<file path="src/rtl/spm_pkg.sv">
// Shared constants, FSM state encoding and sizing helper for the SPM
// sequencing front-end.
package spm_pkg;

  localparam int SPM_W        = 32;
  localparam int SPM_PIPE_LAT = 0;
  localparam int PROD_W       = 2 * SPM_W;

  typedef enum logic [1:0] {
    ST_IDLE  = 2'd0,
    ST_CLR   = 2'd1,
    ST_SHIFT = 2'd2,
    ST_DONE  = 2'd3
  } state_t;

  // Counter must hold 0 .. 2W+lat-1.
  function automatic int spm_cnt_w(input int w, input int lat);
    return (2 * w + lat > 1) ? $clog2(2 * w + lat) : 1;
  endfunction

  localparam int CNT_W = spm_cnt_w(SPM_W, SPM_PIPE_LAT);

endpackage

</file>
<file path="src/rtl/spm_seq_ctrl_if.sv">
// Operand and product handshakes between the parallel datapath and the
// SPM sequencing front-end.
//
// Both channels are strict valid/ready: a transfer happens on a rising edge
// where valid and ready are both high; a source holds valid and its payload
// stable until that edge, and ready never depends on valid.
interface spm_seq_ctrl_if
  import spm_pkg::*;
#(
  parameter int W = SPM_W
);

  logic           in_valid;
  logic           in_ready;
  logic [W-1:0]   a;
  logic [W-1:0]   b;
  logic           out_valid;
  logic           out_ready;
  logic [2*W-1:0] product;

  modport master (
    output in_valid, a, b, out_ready,
    input  in_ready, out_valid, product
  );

  modport slave (
    input  in_valid, a, b, out_ready,
    output in_ready, out_valid, product
  );

endinterface

</file>
<file path="src/rtl/SPM.sv">
// Bit-serial signed multiplier core: parallel X, serial Y (LSB first,
// sign-extended), serial product P emerging LSB first, LAT cycles late.
module SPM #(
  parameter int W   = 32,
  parameter int LAT = 0
) (
  input  logic         clk,
  input  logic         rst,
  input  logic [W-1:0] x,
  input  logic         y,
  output logic         p
);

  // One guard bit keeps the running partial sum in range: after the
  // arithmetic shift it stays within a W-bit signed range.
  logic [W:0] r_acc;
  logic [W:0] w_addend;
  logic [W:0] w_sum;

  assign w_addend = y ? {x[W-1], x} : '0;
  assign w_sum    = r_acc + w_addend;

  always_ff @(posedge clk) begin
    if (rst) begin
      r_acc <= '0;
    end else begin
      r_acc <= {w_sum[W], w_sum[W:1]};
    end
  end

  generate
    if (LAT == 0) begin : g_comb_out
      assign p = w_sum[0];
    end else begin : g_pipe_out
      logic [LAT-1:0] r_dly;
      always_ff @(posedge clk) begin
        if (rst) begin
          r_dly <= '0;
        end else begin
          r_dly <= LAT'({r_dly, w_sum[0]});
        end
      end
      assign p = r_dly[LAT-1];
    end
  endgenerate

endmodule

</file>
<file path="src/rtl/spm_seq_ctrl.sv">
// Sequencer around the SPM core: latches an operand pair, clears the core,
// serializes the multiplier and deserializes the 2W-bit product.
module spm_seq_ctrl
  import spm_pkg::*;
#(
  parameter int W        = SPM_W,
  parameter int PIPE_LAT = SPM_PIPE_LAT
) (
  input  logic           clk,
  input  logic           rst,
  spm_seq_ctrl_if.slave  bus,
  output state_t         o_dbg_state
);

  localparam int PW = 2 * W;
  localparam int CW = spm_cnt_w(W, PIPE_LAT);
  localparam logic [CW-1:0] CNT_LAST = CW'(PW + PIPE_LAT - 1);

  state_t        r_state;
  state_t        w_next_state;
  logic [W-1:0]  r_x;
  logic [W-1:0]  r_y;
  logic [CW-1:0] r_cnt;
  logic [PW-1:0] r_p_shift;
  logic [PW-1:0] r_product;

  logic          w_core_rst;
  logic          w_core_y;
  logic          w_core_p;
  logic          w_collect;
  logic          w_in_ready;
  logic          w_out_valid;
  logic [PW-1:0] w_shift_next;

  // The first PIPE_LAT bits out of the core are pipeline fill, not product.
  generate
    if (PIPE_LAT == 0) begin : g_no_lat
      assign w_collect = 1'b1;
    end else begin : g_lat
      assign w_collect = (r_cnt >= CW'(PIPE_LAT));
    end
  endgenerate

  assign w_shift_next = {w_core_p, r_p_shift[PW-1:1]};

  always_ff @(posedge clk) begin
    if (rst) begin
      r_state <= ST_IDLE;
    end else begin
      r_state <= w_next_state;
    end
  end

  always_comb begin
    w_next_state = r_state;
    w_in_ready   = 1'b0;
    w_out_valid  = 1'b0;
    w_core_y     = 1'b0;
    w_core_rst   = rst;
    unique case (r_state)
      ST_IDLE: begin
        w_in_ready = !rst;
        if (bus.in_valid) w_next_state = ST_CLR;
      end
      ST_CLR: begin
        w_core_rst   = 1'b1;
        w_next_state = ST_SHIFT;
      end
      ST_SHIFT: begin
        w_core_y = r_y[0];
        if (r_cnt == CNT_LAST) w_next_state = ST_DONE;
      end
      ST_DONE: begin
        w_out_valid = !rst;
        if (bus.out_ready) w_next_state = ST_IDLE;
      end
      default: w_next_state = ST_IDLE;
    endcase
  end

  always_ff @(posedge clk) begin
    if (rst) begin
      r_x       <= '0;
      r_y       <= '0;
      r_cnt     <= '0;
      r_p_shift <= '0;
      r_product <= '0;
    end else begin
      unique case (r_state)
        ST_IDLE: begin
          if (bus.in_valid) begin
            r_x <= bus.a;
            r_y <= bus.b;
          end
        end
        ST_CLR: begin
          r_cnt     <= '0;
          r_p_shift <= '0;
        end
        ST_SHIFT: begin
          // Arithmetic shift: after W cycles Y keeps repeating the sign bit.
          r_y   <= {r_y[W-1], r_y[W-1:1]};
          r_cnt <= r_cnt + 1'b1;
          if (w_collect) begin
            r_p_shift <= w_shift_next;
            if (r_cnt == CNT_LAST) r_product <= w_shift_next;
          end
        end
        default: begin
        end
      endcase
    end
  end

  SPM #(
    .W   (W),
    .LAT (PIPE_LAT)
  ) u_core (
    .clk (clk),
    .rst (w_core_rst),
    .x   (r_x),
    .y   (w_core_y),
    .p   (w_core_p)
  );

  assign bus.in_ready  = w_in_ready;
  assign bus.out_valid = w_out_valid;
  assign bus.product   = r_product;
  assign o_dbg_state   = r_state;

endmodule

</file>
<file path="src/flat_wrapper.sv">
// flat-port wrapper written by rule: the top's interface ports become plain ports
module spm_seq_ctrl_flat import spm_pkg::*;
#(
  parameter int W        = SPM_W,
  parameter int PIPE_LAT = SPM_PIPE_LAT
)
  (clk, rst, o_dbg_state, bus_in_valid, bus_a, bus_b, bus_out_ready, bus_in_ready, bus_out_valid, bus_product);
  spm_seq_ctrl_if #(.W(W)) bus_i ();
  input  logic clk;
  input  logic rst;
  output state_t o_dbg_state;
  input wire logic [$bits(bus_i.in_valid)-1:0] bus_in_valid;
  input wire logic [$bits(bus_i.a)-1:0] bus_a;
  input wire logic [$bits(bus_i.b)-1:0] bus_b;
  input wire logic [$bits(bus_i.out_ready)-1:0] bus_out_ready;
  output wire logic [$bits(bus_i.in_ready)-1:0] bus_in_ready;
  output wire logic [$bits(bus_i.out_valid)-1:0] bus_out_valid;
  output wire logic [$bits(bus_i.product)-1:0] bus_product;
  assign bus_i.in_valid = bus_in_valid;
  assign bus_i.a = bus_a;
  assign bus_i.b = bus_b;
  assign bus_i.out_ready = bus_out_ready;
  assign bus_in_ready = bus_i.in_ready;
  assign bus_out_valid = bus_i.out_valid;
  assign bus_product = bus_i.product;
  spm_seq_ctrl #(.W(W), .PIPE_LAT(PIPE_LAT)) u_core (.clk(clk), .rst(rst), .bus(bus_i), .o_dbg_state(o_dbg_state));
endmodule
</file>
<file path="config.mk">
export PLATFORM = sky130hd
export DESIGN_NAME = spm_seq_ctrl_flat
export DESIGN_NICKNAME = d
export VERILOG_FILES = /design/src/rtl/spm_pkg.sv /design/src/rtl/spm_seq_ctrl_if.sv /design/src/rtl/SPM.sv /design/src/rtl/spm_seq_ctrl.sv /design/src/flat_wrapper.sv
export SDC_FILE = /design/constraint.sdc
export NUM_CORES = 1
export LEC_CHECK = 0
export ABC_AREA = 1
export CORE_ASPECT_RATIO = 0.6
export CORE_MARGIN = 5
export CORE_UTILIZATION = 56
export CTS_BUF_LIST = sky130_fd_sc_hd__clkbuf_8 sky130_fd_sc_hd__clkbuf_16
export DETAILED_ROUTE_END_ITERATION = 12
export PLACE_DENSITY_LB_ADDON = 0.25
export RECOVER_POWER = 50
export SYNTH_ARGS = -nofsm -noshare
export SYNTH_HDL_FRONTEND = slang
export SYNTH_HIERARCHICAL = 1
export SYNTH_SLANG_ARGS = --single-unit
</file>
<file path="constraint.sdc">
create_clock -name clk -period 3 [get_ports clk]
set_input_delay 0.6 -clock clk [delete_from_list [all_inputs] [get_ports clk]]
set_output_delay 0.6 -clock clk [all_outputs]
set_load 0.03 [all_outputs]
</file>
==> results by group <==
Yosys
  – Synth cell types: 37
  – Most instantiated library cell after synthesis: nand2_1
  – Post-Syn Instances: 1568
  – Asr flop ratio synth: 0
  – Top post-synthesis cells by count: nand2_1 (452), dfxtp_1 (231), nor2_1 (193)
  – Synth Register Bits: 231
  – Top post-synthesis cells by area: dfxtp_1 (42%), nand2_1 (15%), nor2_1 (6.6%), inv_1 (6.4%), a21oi_1 (5.0%)
  – Post-synthesis sequential area ratio: 0.420
  – Syn_nets: 1675
  – EDFF count, synth: 0
  – Post-synthesis cell area: 0.0110 mm2
  – Main flop type after synthesis: dfxtp_1
  – Syn. warnings: 6
  – Synth area leader: dfxtp_1
  – Post-synth top area share: 0.420
  – Syn Area/Cell: 7.02 um2

Timing
  – Layout Skew: 0.00976 ns
  – Tcrit/Tclk final: 0.909
  – Max Slew Vio Count: 0
  – Worst-Margin Slew: 0.806 ns
  – # setup viols final: 0
  – Slew margin rel.: 0.463
  – RSZ-0062 raised after global routing: false
  – Minimum clock period: 2.73 ns
  – Setup TNS: 0 ns
  – Fmax: 367 MHz
  – Hold Violations, Final: 0

Setup path
  – CP top delay family: buffers and inverters
  – CP Launch Type: register
  – Crit path max fanout: 5
  – Worst path arrival time: 2.13 ns
  – Slowest CP cell: clkdlybuf4s50_1
  – CP Cell Sequence: inv_1, ha_1, inv_1, nor2_1, clkdlybuf4s50_1
  – Most frequent cell on the critical path: inv_1
  – Crit-path max cell delay: 0.68 ns
  – WP data required: 2.40 ns
  – Setup crit end kind: primary output
  – Setup CP Type: register to primary output
  – CP Buf/Inv Count: 3

GRT
  – Met2 Use GR: 0.339
  – Total GRT Usage: 0.244
  – Number of global-route vias before repair: 9189
  – Initial antenna violation count: 2
  – GR Util met3: 0.0516
  – Total gr overflow: 0
  – GR Util met1: 0.387
  – First-pass GRT wire length: 46400 um
  – Largest net degree at the start of global routing: 69
  – Gr busiest metal: met1

Run
  – Max Cap Viol: 0

Route
  – First drt pass iteration count: 5
  – DRT iter0 DRCs: 964
  – Final WL: 28400 um
  – Antenna Violating Nets Remaining: 0
  – Post-DR wirelength/cell: 14.6 um
  – Post-route DRC violation count: 0
  – Vias per inst: 5.23
  – Via Count: 10209

Status
  – Outcome: finished, final reports clean

Pwr
  – Peak supply drop: 0.510 mV
  – Power density cells: 783 mW/mm2
  – Static leakage: 0.00643 uW

Finish
  – Util after Layout: 0.691
  – Share of layout cells above drive strength 1: 0.0665
  – Area Overhead vs Synth: 20.5%
  – NumNets Final: 1777
  – Final non-filler cell total: 1952

Clocking
  – CTS sink count: 231
  – Deepest clock path buffer count: 3
  – Clk slew on worst S/H paths: 0.06 ns
  – H-tree Lvls: 1
  – Clock Latency Late Sink: 0.50 ns
  – CTS Buf Count: 22
  – CTS tree: yes
  – Root Buffer: clkbuf_16

Die
  – Area of the die: 0.0227 mm2
  – Die span in x: 191 um
  – Core area: 0.0192 mm2
  – Starting Density: 0.574
  – I/O pins: 136
  – Die Height: 119 um
  – # rows: 39

Placement
  – Dpl hpwl: 20300 um
  – RePlAce Congestion: 0.975
  – DP Cell Count: 1912
  – # port buffers: 135

Worst hold path
  – Hold crit path type: register to register
-- where the power goes --
| part | switching (uW) | internal (uW) |
|---|---|---|
| registers | 455 | 3830 |
| clock network | 1160 | 1580 |
| logic | 2200 | 1150 |
-- final timing paths --
kind | from | endpoint | slack (ns) | cells after the start
worst max-delay path | u_core/o_dbg_state[1] | bus_in_ready | 0.27 | 5
worst min-delay path | u_core/bus.product[43] | u_core/bus.product[43] | 0.46 | 2
worst max register to register | u_core/o_dbg_state[0] | u_core/r_y[12] | 0.29 | 8
worst min register to register | u_core/bus.product[43] | u_core/bus.product[43] | 0.46 | 2
-- repair_timing --
action	4_1_cts	5_1_grt
hold buffers	0	0
resized for setup	0	1
setup endpoints to repair	0	2
setup buffers	0	0
-- sequential cells by signal (all words and copies together) (netlist names) --
name                 cells
u_core/r_p_shift        63
u_core/u_core/r_acc     32
u_core/bus.product      64
u_core/o_dbg_state       2
u_core/r_x              32
u_core/r_y              32
u_core/r_cnt             6
-- layout make-up --
type,count,area [um2]
clock inverter,12,88.8
antenna,1,2.50
clock buffer,27,631
sequential,231,4620
tap,266,333
inverter,199,747
fill,1613,5920
timing repair buffer,152,1510
multi-input combinational,1064,5320
-- worst min-delay path: stages, from the launching register on --
cell and delay [ns]:
dfxtp_1 0.31, nand2_1 0.05, a21oi_1 0.05
-- through the flow --
stage | cell area, um2 | hold WS [ns] | setup slack, ns | power (uW)
floorplan | 11000 | 0.439 | 0.127 | 6750
global placement | 12500 | 0.443 | 0.344 | 7500
detailed placement | 12500 | 0.453 | 0.291 | 7640
CTS | 13300 | 0.463 | 0.228 | 10400
global route | 13300 | 0.481 | 0.0579 | 11100
finish | 13300 | 0.462 | 0.274 | 10400
-- cells in the final DEF (no fill, tap or decap), types with 8 or more instances in the layout --
| cell type | n |
|---|---|
| inv_1 | 190 |
| buf_4 | 8 |
| inv_2 | 13 |
| clkbuf_16 | 23 |
| clkdlybuf4s50_1 | 68 |
| nand3_1 | 61 |
| nand2_1 | 451 |
| dfxtp_1 | 231 |
| o21ai_0 | 47 |
| dlygate4sd3_1 | 66 |
| a21oi_1 | 111 |
| o211a_1 | 31 |
| ha_1 | 37 |
| nor2_1 | 193 |
| a211oi_1 | 62 |
| nand2_2 | 20 |
-- routing by layer --
metal	wire [um]	share of wire
met1	13800	0.49
met2	11500	0.40
met3	2630	0.093
met4	486	0.017
met5	27	0.00095
-- cells by family (layout without fill, tap and decap cells) --
logic type                 after synthesis  after routing  synth area share
AOI/OAI and AO/OA                      262            262             0.150
xor gates and xnor gates                 2              2           0.00159
other                                    0              1                 0
adders and majority gates               39             39            0.0450
DFF                                    231            231             0.420
buffers and inverters                  273            390            0.0990
and+or+nand+nor                        761            761             0.284
(Power assumes the default switching activity.)
